`src/rtl/uart_pkg.sv`:
```
// Shared definitions for the parametrised UART core: FSM state encoding,
// oversampling constants, RX flag bit positions and the parity helper.
package uart_pkg;

    typedef enum logic [2:0] {
        IDLE,
        START,
        DATA,
        PARITY,
        STOP
    } uart_state_e;

    localparam int OVERSAMPLE = 16;
    localparam int MID_SAMPLE = 8;

    localparam int ERR_FRAME  = 0;
    localparam int ERR_PARITY = 1;

    // Callers zero-extend narrower words, which leaves the XOR unchanged.
    function automatic logic parity_bit(input logic [7:0] data, input logic odd);
        return (^data) ^ odd;
    endfunction

endpackage

```
`src/rtl/uart_sync_fifo.sv`:
```
// Single-clock FIFO with first-word fall-through output; a write into a full
// FIFO is accepted only when a pop happens in the same cycle.
module uart_sync_fifo #(
    parameter int WIDTH = 8,
    parameter int DEPTH = 16
) (
    input  logic             clk,
    input  logic             rst_n,
    input  logic             wr,
    input  logic             rd,
    input  logic [WIDTH-1:0] din,
    output logic [WIDTH-1:0] dout,
    output logic             full,
    output logic             empty
);

    localparam int AW = $clog2(DEPTH);

    logic [WIDTH-1:0] mem [DEPTH];
    logic [AW:0]      wr_ptr;
    logic [AW:0]      rd_ptr;
    logic             do_wr;
    logic             do_rd;

    // Extra pointer bit distinguishes full from empty when the indices match.
    assign empty = (wr_ptr == rd_ptr);
    assign full  = (wr_ptr[AW] != rd_ptr[AW]) && (wr_ptr[AW-1:0] == rd_ptr[AW-1:0]);
    assign do_rd = rd && !empty;
    assign do_wr = wr && (!full || do_rd);

    always_ff @(posedge clk or negedge rst_n) begin
        if (!rst_n) begin
            wr_ptr <= '0;
            rd_ptr <= '0;
        end else begin
            if (do_wr) wr_ptr <= wr_ptr + (AW+1)'(1);
            if (do_rd) rd_ptr <= rd_ptr + (AW+1)'(1);
        end
    end

    always_ff @(posedge clk) begin
        if (do_wr) mem[wr_ptr[AW-1:0]] <= din;
    end

    assign dout = mem[rd_ptr[AW-1:0]];

endmodule

```
`src/rtl/uart_fifo_core.sv`:
```
// UART with shared 16x baud tick, FIFO-buffered transmitter and receiver,
// configurable data width, parity and stop bits.
module uart_fifo_core
    import uart_pkg::*;
#(
    parameter int NBITS      = 8,
    parameter int PARITY_EN  = 0,
    parameter int PARITY_ODD = 0,
    parameter int STOP_BITS  = 1,
    parameter int FIFO_DEPTH = 16,
    parameter int DIV_W      = 16
) (
    input  logic             Clk,
    input  logic             Rst_n,
    input  logic [DIV_W-1:0] BaudDiv,
    input  logic             Rx,
    output logic             Tx,
    input  logic [NBITS-1:0] TxData,
    input  logic             TxWr,
    output logic             TxFull,
    output logic             TxBusy,
    output logic [NBITS-1:0] RxData,
    output logic [1:0]       RxErr,
    output logic             RxEmpty,
    input  logic             RxRd,
    output logic             RxOverrun
);

    localparam logic [3:0] LAST_TICK = 4'(OVERSAMPLE - 1);
    localparam logic [3:0] MID_TICK  = 4'(MID_SAMPLE - 1);
    localparam logic [2:0] LAST_DATA = 3'(NBITS - 1);
    localparam logic [2:0] LAST_STOP = 3'(STOP_BITS - 1);
    localparam logic       ODD       = (PARITY_ODD != 0);

    logic [DIV_W-1:0] baud_cnt;
    logic             tick;

    assign tick = (baud_cnt >= BaudDiv);

    always_ff @(posedge Clk or negedge Rst_n) begin
        if (!Rst_n) baud_cnt <= '0;
        else        baud_cnt <= tick ? '0 : baud_cnt + 1'b1;
    end

    uart_state_e      tx_state;
    uart_state_e      tx_next;
    logic [3:0]       tx_tick_cnt;
    logic [2:0]       tx_bit_cnt;
    logic [NBITS-1:0] tx_shift;
    logic             tx_par;
    logic             tx_pop;
    logic             tx_bit_end;
    logic             tx_fifo_empty;
    logic [NBITS-1:0] tx_fifo_dout;

    uart_sync_fifo #(.WIDTH(NBITS), .DEPTH(FIFO_DEPTH)) u_tx_fifo (
        .clk   (Clk),
        .rst_n (Rst_n),
        .wr    (TxWr),
        .rd    (tx_pop),
        .din   (TxData),
        .dout  (tx_fifo_dout),
        .full  (TxFull),
        .empty (tx_fifo_empty)
    );

    assign tx_bit_end = tick && (tx_tick_cnt == LAST_TICK);

    always_ff @(posedge Clk or negedge Rst_n) begin
        if (!Rst_n) tx_state <= IDLE;
        else        tx_state <= tx_next;
    end

    // Leaving IDLE only on a tick keeps every bit exactly 16 ticks long.
    always_comb begin
        tx_next = tx_state;
        tx_pop  = 1'b0;
        case (tx_state)
            IDLE: begin
                if (tick && !tx_fifo_empty) begin
                    tx_next = START;
                    tx_pop  = 1'b1;
                end
            end
            START:  if (tx_bit_end) tx_next = DATA;
            DATA: begin
                if (tx_bit_end && tx_bit_cnt == LAST_DATA)
                    tx_next = (PARITY_EN != 0) ? PARITY : STOP;
            end
            PARITY: if (tx_bit_end) tx_next = STOP;
            STOP: begin
                if (tx_bit_end && tx_bit_cnt == LAST_STOP) begin
                    if (!tx_fifo_empty) begin
                        tx_next = START;
                        tx_pop  = 1'b1;
                    end else begin
                        tx_next = IDLE;
                    end
                end
            end
            default: tx_next = IDLE;
        endcase
    end

    always_comb begin
        TxBusy = (tx_state != IDLE);
        case (tx_state)
            START:   Tx = 1'b0;
            DATA:    Tx = tx_shift[0];
            PARITY:  Tx = tx_par;
            default: Tx = 1'b1;
        endcase
    end

    always_ff @(posedge Clk or negedge Rst_n) begin
        if (!Rst_n) begin
            tx_tick_cnt <= '0;
            tx_bit_cnt  <= '0;
        end else if (tx_next != tx_state) begin
            tx_tick_cnt <= '0;
            tx_bit_cnt  <= '0;
        end else if (tick) begin
            tx_tick_cnt <= tx_tick_cnt + 1'b1;
            if (tx_bit_end) tx_bit_cnt <= tx_bit_cnt + 1'b1;
        end
    end

    always_ff @(posedge Clk) begin
        if (tx_pop) begin
            tx_shift <= tx_fifo_dout;
            tx_par   <= parity_bit(8'(tx_fifo_dout), ODD);
        end else if (tx_state == DATA && tx_bit_end) begin
            tx_shift <= tx_shift >> 1;
        end
    end

    uart_state_e      rx_state;
    uart_state_e      rx_next;
    logic             rx_s1;
    logic             rx_s2;
    logic             rx_prev;
    logic             rx_fall;
    logic [3:0]       rx_tick_cnt;
    logic [2:0]       rx_bit_cnt;
    logic [NBITS-1:0] rx_shift;
    logic             rx_perr;
    logic             rx_samp;
    logic             rx_mid;
    logic             rx_push;
    logic [1:0]       rx_flags;
    logic             rx_full;
    logic [NBITS+1:0] rx_fifo_dout;

    always_ff @(posedge Clk or negedge Rst_n) begin
        if (!Rst_n) begin
            rx_s1   <= 1'b1;
            rx_s2   <= 1'b1;
            rx_prev <= 1'b1;
        end else begin
            rx_s1   <= Rx;
            rx_s2   <= rx_s1;
            rx_prev <= rx_s2;
        end
    end

    assign rx_fall = rx_prev && !rx_s2;
    assign rx_samp = tick && (rx_tick_cnt == LAST_TICK);
    assign rx_mid  = tick && (rx_tick_cnt == MID_TICK);

    always_ff @(posedge Clk or negedge Rst_n) begin
        if (!Rst_n) rx_state <= IDLE;
        else        rx_state <= rx_next;
    end

    // The START mid-point restarts the tick count, so later samples land mid-bit.
    always_comb begin
        rx_next = rx_state;
        case (rx_state)
            IDLE:   if (rx_fall) rx_next = START;
            START:  if (rx_mid) rx_next = rx_s2 ? IDLE : DATA;
            DATA: begin
                if (rx_samp && rx_bit_cnt == LAST_DATA)
                    rx_next = (PARITY_EN != 0) ? PARITY : STOP;
            end
            PARITY: if (rx_samp) rx_next = STOP;
            STOP:   if (rx_samp) rx_next = IDLE;
            default: rx_next = IDLE;
        endcase
    end

    always_comb begin
        rx_push              = (rx_state == STOP) && rx_samp;
        rx_flags             = '0;
        rx_flags[ERR_FRAME]  = ~rx_s2;
        rx_flags[ERR_PARITY] = rx_perr;
    end

    always_ff @(posedge Clk or negedge Rst_n) begin
        if (!Rst_n) begin
            rx_tick_cnt <= '0;
            rx_bit_cnt  <= '0;
            rx_perr     <= 1'b0;
            RxOverrun   <= 1'b0;
        end else begin
            if (rx_next != rx_state) begin
                rx_tick_cnt <= '0;
                rx_bit_cnt  <= '0;
            end else if (tick) begin
                rx_tick_cnt <= rx_tick_cnt + 1'b1;
                if (rx_samp) rx_bit_cnt <= rx_bit_cnt + 1'b1;
            end
            if (rx_state == IDLE)
                rx_perr <= 1'b0;
            else if (rx_state == PARITY && rx_samp)
                rx_perr <= rx_s2 ^ parity_bit(8'(rx_shift), ODD);
            RxOverrun <= rx_push && rx_full && !RxRd;
        end
    end

    always_ff @(posedge Clk) begin
        if (rx_state == DATA && rx_samp) rx_shift <= {rx_s2, rx_shift[NBITS-1:1]};
    end

    uart_sync_fifo #(.WIDTH(NBITS + 2), .DEPTH(FIFO_DEPTH)) u_rx_fifo (
        .clk   (Clk),
        .rst_n (Rst_n),
        .wr    (rx_push),
        .rd    (RxRd),
        .din   ({rx_flags, rx_shift}),
        .dout  (rx_fifo_dout),
        .full  (rx_full),
        .empty (RxEmpty)
    );

    // Storage is not reset, so the head is masked to zero while empty.
    assign RxData = RxEmpty ? '0 : rx_fifo_dout[NBITS-1:0];
    assign RxErr  = RxEmpty ? '0 : rx_fifo_dout[NBITS+1:NBITS];

endmodule

```
`config.mk`:
```
export PLATFORM = sky130hd
export DESIGN_NAME = uart_fifo_core
export DESIGN_NICKNAME = d
export VERILOG_FILES = /design/src/rtl/uart_pkg.sv /design/src/rtl/uart_sync_fifo.sv /design/src/rtl/uart_fifo_core.sv
export SDC_FILE = /design/constraint.sdc
export NUM_CORES = 1
export LEC_CHECK = 0
export CAP_MARGIN = 20
export CORE_UTILIZATION = 55
export DETAILED_ROUTE_END_ITERATION = 12
export PLACE_DENSITY = 0.74
export SYNTH_ARGS = -nofsm -noshare
export SYNTH_HDL_FRONTEND = slang
export SYNTH_SLANG_ARGS = --single-unit
```
`constraint.sdc`:
```
create_clock -name Clk -period 7.64 [get_ports Clk]
set_input_delay 1.528 -clock Clk [delete_from_list [all_inputs] [get_ports Clk]]
set_output_delay 1.528 -clock Clk [all_outputs]
set_load 0.01 [all_outputs]
```
======== Yosys cells after proc, flatten, opt, wreduce, memory -nomap -nowiden ========
Memory sizes are Yosys's and may differ from the RTL's.
Cells that the tools add are included.
operators by class
  $add $sub $neg .......................... 9
  $lt $le $gt $ge ......................... 1
  equal/unequal tests ..................... 21
  muxes and demuxes ....................... 40
  bitwise operators ....................... 2
  reductions and logical operators ........ 42
operators with widths
  operator                 number
  $mux W3                  16
  $pmux W3 S5              2
  $mux W8                  3
  $add A5 B1 Y5 const B    4
  $logic_and A1 B1 Y1      20
  $add A16 B1 Y16 const B  1
  $ge A16 B16 Y1           1
  $mux W16                 1
  $mux W4                  4
  $reduce_xor A8 Y1        2
  $eq A3 B2 Y1 const B     4
  $eq A3 B3 Y1 const B     4
  $reduce_bool A2 Y1       6
  $eq A5 B5 Y1             2
  $mux W1                  10
  $logic_not A3 Y1         3
  $add A4 B1 Y4 const B    2
  $eq A4 B4 Y1             2
  $eq A4 B4 Y1 const B     2
  $add A3 B1 Y3 const B    2
  $eq A3 B1 Y1 const B     2
  $logic_not A1 Y1         6
  $ne A3 B3 Y1             2
  $eq A4 B3 Y1 const B     1
  other kinds (9)          13
storage, ports and cells
  flip-flop bits (word level) ............. 78
  bits in writable memories ............... 288
  word-level logic and storage cells ...... 136
  memories ................................ 2
memory list
  memory         words  width  rd ports  clocked after memory_dff  write ports  line                  text
  u_rx_fifo.mem  16     10     1         0                         1            uart_sync_fifo.sv:19  logic [WIDTH-1:0] mem [DEPTH];
  u_tx_fifo.mem  16     8      1         0                         1            uart_sync_fifo.sv:19

======== Depth between registers and ports, before layout ========
Gate-level depths: netlist (run 1).
  word-level depth ........................ 10
  mapped depth ............................ 12

======== By module ========
A second synthesis (run 1) with hierarchy kept.
second synthesis, totals
  cell total of the unflattened synthesis .. 926
  area total of the unflattened synthesis .. 15,760.1 um^2
modules (own cells, without submodules)
  module                       instances  cells each  area an instance (um^2)
  uart_sync_fifo at u_rx_fifo  1          320         6,841.6
  uart_sync_fifo at u_tx_fifo  1          269         5,547.8
  uart_fifo_core               1          337         3,370.7

======== Worst setup path before layout (run 1) ========
Ideal clock, no wire load.
  path kind ............................... input-to-reg
  start point ............................. in BaudDiv[0]
  end point ............................... mem u_rx_fifo.mem[3][0] (netlist bit), enable pin
  arrival ................................. 3.592 ns
  required time ........................... 7.250 ns
  path slack .............................. 3.659 ns
  stages on the path ...................... 8
  path buffers ............................ 0
  cells stage by stage .................... ha_1 -> nand2b_4 -> a211oi_2 -> o21bai_1 -> a221oi_2 -> o311ai_4 -> nand4_1 -> nor3_1
on the way
  word-level cells in the longest chain between the ends .. 6
RTL lines
  element                        line                   text
  from (decl)                    uart_fifo_core.sv:15   input logic [DIV_W-1:0] BaudDiv,
  $ge A16 B16 Y1                 uart_fifo_core.sv:38   assign tick = (baud_cnt >= BaudDiv);
  $logic_and A1 B1 Y1            uart_fifo_core.sv:167  assign rx_samp = tick && (rx_tick_cnt == LAST_TICK);
  $logic_and A1 B1 Y1            uart_fifo_core.sv:192  rx_push = (rx_state == STOP) && rx_samp;
  $logic_and A1 B1 Y1            uart_sync_fifo.sv:29   assign do_wr = wr && (!full || do_rd);
  $mux W1                        uart_sync_fifo.sv:42   if (do_wr) mem[wr_ptr[AW-1:0]] <= din;
  $mux W1 (implied by the code)  uart_sync_fifo.sv:42
  to (decl)                      uart_sync_fifo.sv:19
No other way between the ends.

======== Final worst setup path (run 1) ========
  start point ............................. reg u_rx_fifo.rd_ptr[0]
  end point ............................... out RxData[3]
on the way
  word-level cells in the longest chain between the ends .. 2
  elaborated cells between the ends (all ways) .. 3
RTL lines
  element                                          line                   text
  from (decl)                                      uart_sync_fifo.sv:21   logic [AW:0] rd_ptr;
  from (signal assigned)                           uart_sync_fifo.sv:37   if (do_rd) rd_ptr <= rd_ptr + (AW+1)'(1);
  $mem_v2 Z16 W10 or $eq A5 B5 Y1 (tied branches)  n/a
  $mux W8 (*)                                      uart_fifo_core.sv:236  assign RxData = RxEmpty ? '0 : rx_fifo_dout[NBITS-1:0];
  to (decl)                                        uart_fifo_core.sv:22   output logic [NBITS-1:0] RxData,
Mark *: on every way between the ends. The rest lies on a longest branch, timed or not.

==> results of run 1 <==
[worst max-delay path by stage]
stage	slack, ns	from	endpoint
finish	2.41	u_rx_fifo.rd_ptr[0]$_DFFE_PN0P_	RxData[3]
global route	2.18	u_rx_fifo.rd_ptr[0]$_DFFE_PN0P_	RxData[4]
CTS	2.32	u_rx_fifo.rd_ptr[0]$_DFFE_PN0P_	RxData[3]
detailed placement	2.69	BaudDiv[13]	u_rx_fifo.mem[15][5]$_DFFE_PP_
global placement	2.78	BaudDiv[14]	u_rx_fifo.mem[11][5]$_DFFE_PP_
floorplan	3.66	BaudDiv[0]	u_rx_fifo.mem[3][0]$_DFFE_PP_
[synthesized netlist by cell type, types with 4 or more instances]
cell	instances	area (µm²)
a21oi_1	20	100
or3_1	4	25.0
buf_2	10	50.1
nor2_1	54	203
xor2_1	19	166
nand4_1	15	93.8
nor2b_1	28	175
o21ai_1	4	20.0
ha_1	34	425
a221oi_1	6	52.6
xnor2_1	38	333
buf_4	5	37.5
clkbuf_1	17	63.8
nand2_1	24	90.1
buf_6	4	45.0
mux2i_1	17	170
dfrtp_1	58	1450
o22ai_1	9	56.3
mux2_1	5	56.3
nor3_1	5	25.0
a211oi_1	4	30.0
nand3_1	16	80.1
mux4_2	66	1490
nand2b_1	4	25.0
a21o_1	7	52.6
mux2_2	17	191
inv_1	28	105
and3_1	38	238
o21ai_0	9	45.0
and2_1	5	31.3
edfxtp_1	305	9160
[routing by layer]
| layer | wire [µm] | vias to the layer above | GRT usage, % |
|---|---|---|---|
| li1 | - | 3688 | - |
| met4 | 611 | 0 | 6.27 |
| met2 | 14400 | 202 | 34.3 |
| met3 | 1290 | 52 | 2.91 |
| met5 | 0 | - | 0 |
| met1 | 12700 | 4038 | 29.7 |
[placed cells by master, fill, tap and decap left out, types with 15 or more instances in the layout]
master / count
edfxtp_1: 305
mux4_2: 66
dfrtp_1: 55
nor2_1: 54
clkdlybuf4s50_1: 42
xnor2_1: 38
and3_1: 38
clkbuf_16: 37
ha_1: 34
inv_1: 28
nor2b_1: 28
nand2_1: 24
a21oi_1: 20
xor2_1: 19
mux2i_1: 17
mux2_2: 17
nand3_1: 16
nand4_1: 15
[critical path, stage by stage (launching register included)]
cell	delay, ns
dfrtp_2	0.91
buf_4	0.51
mux4_2	0.58
mux4_2	0.49
nor2b_1	0.15
clkdlybuf4s50_1	0.53
[layout make-up]
class / count / share of cell area, %
repair buffers: 51 / 2.77
flip-flops and latches: 366 / 61.1
multi-input cells: 487 / 26.0
clock buffers: 46 / 5.54
well taps: 378 / 2.70
inverters: 28 / 0.600
clock inverters: 21 / 1.32
[logic make-up after synthesis]
kind of cell	count (synthesis)	share of synthesized area, %
compound gates	86	4.06
xor+xnor	57	3.21
fa+ha+maj	34	2.74
buf+inv	67	2.01
flops	366	68.7
mux	105	12.2
simple gates	205	7.00
[power by group through the flow]
stage          logic [mW]  registers, mW  clock network, mW
2_1_floorplan       0.777           2.41                  0
3_3_place_gp        0.959           2.56                  0
3_5_place_dp        0.970           2.56                  0
4_1_cts             0.976           2.53               1.82
5_1_grt              1.05           2.55               1.90
6_report            0.962           2.52               1.79
[flip-flops by register name, summed over array words and instances (netlist names), 3 cells and up]
name and cells:
u_rx_fifo.mem 160, u_tx_fifo.wr_ptr 5, tx_tick_cnt 4, rx_shift 8
u_tx_fifo.rd_ptr 5, u_tx_fifo.mem 128, rx_state 3, u_rx_fifo.rd_ptr 5
rx_tick_cnt 4, baud_cnt 16, u_rx_fifo.wr_ptr 5, tx_shift 8
rx_bit_cnt 3, tx_state 3, tx_bit_cnt 3
[per-stage QoR]
stage / hold slack (ns) / cells / total power, mW / area [µm²]
6_report: 0.359 / 1377 / 5.27 / 17500
5_1_grt: 0.365 / 1377 / 5.50 / 17500
4_1_cts: 0.361 / 1375 / 5.32 / 17500
3_5_place_dp: 0.349 / 1308 / 3.53 / 16300
3_3_place_gp: 0.348 / 1308 / 3.52 / 16300
2_1_floorplan: 0.345 / 920 / 3.19 / 15600
==> results by group, run 1 <==
Route
  – Drt pass-1 iters: 5
  – Post-DR vias/cell: 5.80
  – DRT Wirelength: 29000 µm
  – Drt wl/cell: 21.0 µm
  – Post-DRT Antenna Nets: 0
  – DR DRC count: 0
  – DR iter-0 viols: 605
  – Via count: 7980

Worst setup path
  – Arr. time, crit path: 3.70 ns
  – FF-to-FF setup slack: 4.25 ns
  – Worst R2R End: u_tx_fifo.mem[2][2]$_DFFE_PP_
  – Setup Crit Path Kind: reg -> out
  – CP endpoint kind: output pin
  – WP data required: 6.11 ns
  – FF-to-FF Start: baud_cnt[0]$_DFF_PN0_
  – R2R cell count: 10
  – Crit Path Max Fanout: 25
  – Nature of the critical path startpoint: flip-flop

Power
  – Clock power share: 33.9%
  – Sw frac: 25.5%
  – Internal power of the cells: 3.93 mW
  – Combinational share of power: 18.2%
  – Leak Pwr: 6.17 nW
  – IR drop worst, VDD: 0.211 mV
  – Power Dens Cells: 301 nW/µm²
  – Part of the power in registers: 47.8%
  – Switching power: 1.34 mW

Synthesis
  – FFs w/ async S/R, synth: 16.7%
  – #FFs+latches synth: 366
  – Netlist cell types: 63
  – Cell area after synthesis: 15600 µm²
  – Yosys warnings: 0
  – Post-Synthesis Cells: 920
  – Number of synthesized flops with an enable pin: 305
  – Synthesized area per cell: 16.9 µm²
  – Register area share after synthesis: 68.7%
  – Net Count, Synth: 983
  – Primary FF master, synth: edfxtp_1

GRT
  – Total global routing overflow: 0
  – Antenna violations before repair: 0
  – Vias in the first global route: 7955
  – Largest net degree at the start of global routing: 62
  – First-pass GRT wire length: 45600 µm
  – Global router's overall resource usage: 21.0%

Die
  – Initial Util: 56.0%
  – Die width: 170 µm
  – Die area: 29000 µm²
  – Area of the core: 27800 µm²
  – Ports: 44
  – Die H: 170 µm
  – Num rows: 61

Finish
  – FF+latch area: 10700 µm²
  – Layout cells sized above 1: 16.6%
  – # diodes: 0
  – Area occupied by multi-input gates: 4550 µm²
  – Final design utilization: 63.0%
  – Nets: 1034
  – Area growth syn-to-layout: 12.6%
  – Fill cells: 2013

Status
  – Status: complete, no violations

Clock tree
  – Clock Latency Late Sink: 0.52 ns
  – CTS root buf: clkbuf_16
  – Clock slew at reported path FFs: 0.06 ns
  – Clk sinks: 366
  – TritonCTS clock tree: done
  – Post-CTS Hold Fix Bufs: 0
  – Resized Gates After CTS: 0
  – Post-CTS Setup Bufs: 0
  – Clock Path Buffers: 3
  – H-Tree Depth: 2
  – Num CTS Buffers: 37

Timing
  – Period utilization: 68.5%
  – Minimum clock period: 5.23 ns
  – RSZ-0062 raised after global routing: false
  – Final Hold Vio Count: 0
  – Setup-failing EPs final: 0
  – Worst-margin pin slew: 1.10 ns
  – Final WS setup: 2.41 ns
  – Maximum clock rate: 191 MHz
  – Setup TNS: 0 ns
  – Slew Limit Fails: 0
  – Worst slew margin: 26.4%
  – Clk_skew: 0.0258 ns

Hold path
  – Hold path startpoint: rx_s1$_DFF_PN1_
  – Worst Hold Endpoint: rx_s2$_DFF_PN1_
  – Hold Path Class: reg -> reg
  – Hold Path Depth: 0

Job
  – Max cap viols: 0

Place
  – GPL Wtd Cong: 0.781
  – Worst slack, placed: 2.69 ns
  – Post-DP HPWL: 18300 µm
  – Port Buffers: 43
Note: power is estimated with default switching activity, not from simulation.
==> run 2, diff against run 1 <==
--- a/config.mk
+++ b/config.mk
@@ -8,7 +8,7 @@
 export CAP_MARGIN = 20
 export CORE_UTILIZATION = 55
 export DETAILED_ROUTE_END_ITERATION = 12
-export PLACE_DENSITY = 0.74
+export PLACE_DENSITY = 0.77
 export SYNTH_ARGS = -nofsm -noshare
 export SYNTH_HDL_FRONTEND = slang
 export SYNTH_SLANG_ARGS = --single-unit
==> constraint.sdc (replaced) <==
create_clock -name Clk -period 4.57 [get_ports Clk]
set_input_delay 0.914 -clock Clk [delete_from_list [all_inputs] [get_ports Clk]]
set_output_delay 0.914 -clock Clk [all_outputs]
set_load 0.01 [all_outputs]
==> run 2 against run 1 <==
Sequential power increased by 66%. Global-route usage increased by 0.84 points. Sequential cell count unchanged. Die area unchanged. Critical path type unchanged. Clock skew increased by 0.0011 ns. Core utilization increased by 0.28 points. Worst hold slack improved by 0.00070 ns. Sequential share of layout area decreased by 0.27 points.
==> results by group, run 2 (same netlist as run 1, synthesis figures left out) <==
Place
  – Worst slack, placed: 0.334 ns (-2.36 ns)
  – Post-DP HPWL: 19200 µm (+5.2%)
  – GPL Wtd Cong: 0.849 (+8.8%)
  – Placed cell count: 1318 (+0.76%)
  – Port Buffers: 43 (unchanged)

Route
  – Via count: 8280 (+3.8%)
  – Post-DRT Antenna Nets: 0 (unchanged)
  – Drt pass-1 iters: 5 (unchanged)
  – DR iter-0 viols: 880 (+45%)
  – Drt wl/cell: 21.9 µm (+3.9%)
  – DRT Wirelength: 30300 µm (+4.6%)
  – Post-DR vias/cell: 5.97 (+3.1%)
  – DR DRC count: 0 (unchanged)

Finish
  – Most common cell after layout, fill and taps aside: edfxtp_1
  – Area growth syn-to-layout: 13.1%
  – Max reg flops: 160 (unchanged)
  – Most frequent cells in the layout: edfxtp_1, mux4_2, dfrtp_1
  – Final design utilization: 63.3% (+0.28 points)
  – Layout cells sized above 1: 17.5% (+0.84 points)
  – Finished Layout Cells: 1386 (+0.65%)
  – Nets: 1042 (+0.77%)
  – # diodes: 0 (unchanged)

Job
  – Max cap viols: 0 (unchanged)

Worst setup path
  – Crit-path cells: buf_4, mux4_2, mux4_2, nor2b_1, clkdlybuf4s50_1
  – WP buf/inv: 2 (unchanged)
  – Crit Path Max Fanout: 15 (-40%)
  – Most used cell along the critical path: mux4_2
  – Max stage delay cell, worst path: dfrtp_2
  – Nature of the critical path startpoint: flip-flop
  – WP data required: 3.66 ns (-2.45 ns)
  – Setup Crit Path Kind: reg -> out
  – Crit-path leading delay family: multiplexers
  – CP endpoint kind: output pin
  – CP peak stage delay: 0.68 ns (-0.23 ns)
  – Arr. time, crit path: 3.23 ns (-0.47 ns)

Clock tree
  – H-Tree Depth: 2 (unchanged)
  – Post-CTS Hold Fix Bufs: 0 (unchanged)
  – Resized Gates After CTS: 0 (unchanged)
  – TritonCTS clock tree: done
  – Post-CTS Setup Bufs: 0 (unchanged)
  – Clock Path Buffers: 3 (unchanged)
  – Clock Latency Late Sink: 0.53 ns (about the same)
  – Num CTS Buffers: 37 (unchanged)
  – Clk sinks: 366 (unchanged)
  – CTS root buf: clkbuf_16
  – Clock slew at reported path FFs: 0.06 ns (about the same)

Die
  – Die H: 170 µm (unchanged)
  – Ports: 44 (unchanged)
  – Area of the core: 27800 µm² (unchanged)
  – Initial Util: 56.0% (unchanged)
  – Num rows: 61 (unchanged)
  – Die area: 29000 µm² (unchanged)
  – Die width: 170 µm (unchanged)

Timing
  – RSZ-0062 raised after global routing: false
  – Maximum clock rate: 241 MHz
  – Period utilization: 90.8%
  – Final WS setup: 0.422 ns (-1.99 ns)
  – Worst-margin pin slew: 1.07 ns (-0.0212 ns)
  – Setup-failing EPs final: 0 (unchanged)
  – Slew Limit Fails: 0 (unchanged)
  – Clk_skew: 0.0269 ns (+0.00110 ns)
  – Worst slew margin: 28.1% (+1.7 points)
  – Setup TNS: 0 ns (unchanged)
  – Minimum clock period: 4.15 ns
  – Final Hold Vio Count: 0 (unchanged)

GRT
  – Antenna violations before repair: 0 (unchanged)
  – Total global routing overflow: 0 (unchanged)
  – Global router's overall resource usage: 21.9% (+0.84 points)
  – Vias in the first global route: 8366 (+5.2%)
  – First-pass GRT wire length: 47700 µm (+4.6%)
  – Largest net degree at the start of global routing: 41 (-34%)

Hold path
  – Hold Path Class: reg -> reg

Power
  – IR drop worst, VDD: 0.493 mV (+130%)
  – Design Power: 8.84 mW (+68%)
  – Leak Pwr: 6.22 nW (+0.81%)
  – Power Dens Cells: 503 nW/µm² (+67%)

Status
  – Status: complete, no violations
[run 2: changes by cell type in the layout (fill, tap and decap cells not counted), sizes merged]
| cell | change |
|---|---|
| buf | +8 |
| inv | +2 |
| clkinvlp | -1 |
| bufinv | -3 |
| clkbuf | +3 |
[run 2: per-layer routing]
metal  track usage, %  share of wire (%)  wire length [µm]
met1             29.6                 43             13000
met2             37.9                 50             15300
met3             2.98                5.0              1530
met4             4.97                1.6               480
met5                0                  0                 0
[run 2: area by class of cell]
cell class | count | area (µm²)
tap | 378 | 473
fill | 1950 | 10200
clock inverter | 19 | 173
clock buffer | 49 | 1020
inverter | 28 | 105
multi-input combinational | 487 | 4550
timing repair buffer | 59 | 571
sequential | 366 | 10700
[run 2: power breakdown]
group          internal, mW  switching (mW)  total, mW
combinational         0.976           0.748       1.72
clock                  1.70            1.23       2.94
sequential             3.84           0.343       4.18
total                  6.52            2.32       8.84
[run 2: path summary, 6_finish.rpt]
path | startpoint | endpoint | slack (ns) | cells after the start
max | u_rx_fifo.rd_ptr[0]$_DFFE_PN0P_ | RxData[5] | 0.42 | 5
min | rx_s1$_DFF_PN1_ | rx_s2$_DFF_PN1_ | 0.36 | 0
max reg2reg | baud_cnt[0]$_DFF_PN0_ | u_tx_fifo.mem[6][3]$_DFFE_PP_ | 1.21 | 10
min reg2reg | rx_s1$_DFF_PN1_ | rx_s2$_DFF_PN1_ | 0.36 | 0
max in group asynchronous | Rst_n | rx_s2$_DFF_PN1_ | 3.13 | 2
min in group asynchronous | Rst_n | tx_bit_cnt[0]$_DFFE_PN0P_ | 0.53 | 1
[run 2: stage by stage]
| stage | cell area, µm² | hold slack, ns |
|---|---|---|
| after floorplan | 15600 | 0.345 |
| after global placement | 16400 | 0.349 |
| after detailed placement | 16400 | 0.347 |
| after CTS | 17600 | 0.362 |
| after global routing | 17600 | 0.365 |
| final | 17600 | 0.360 |
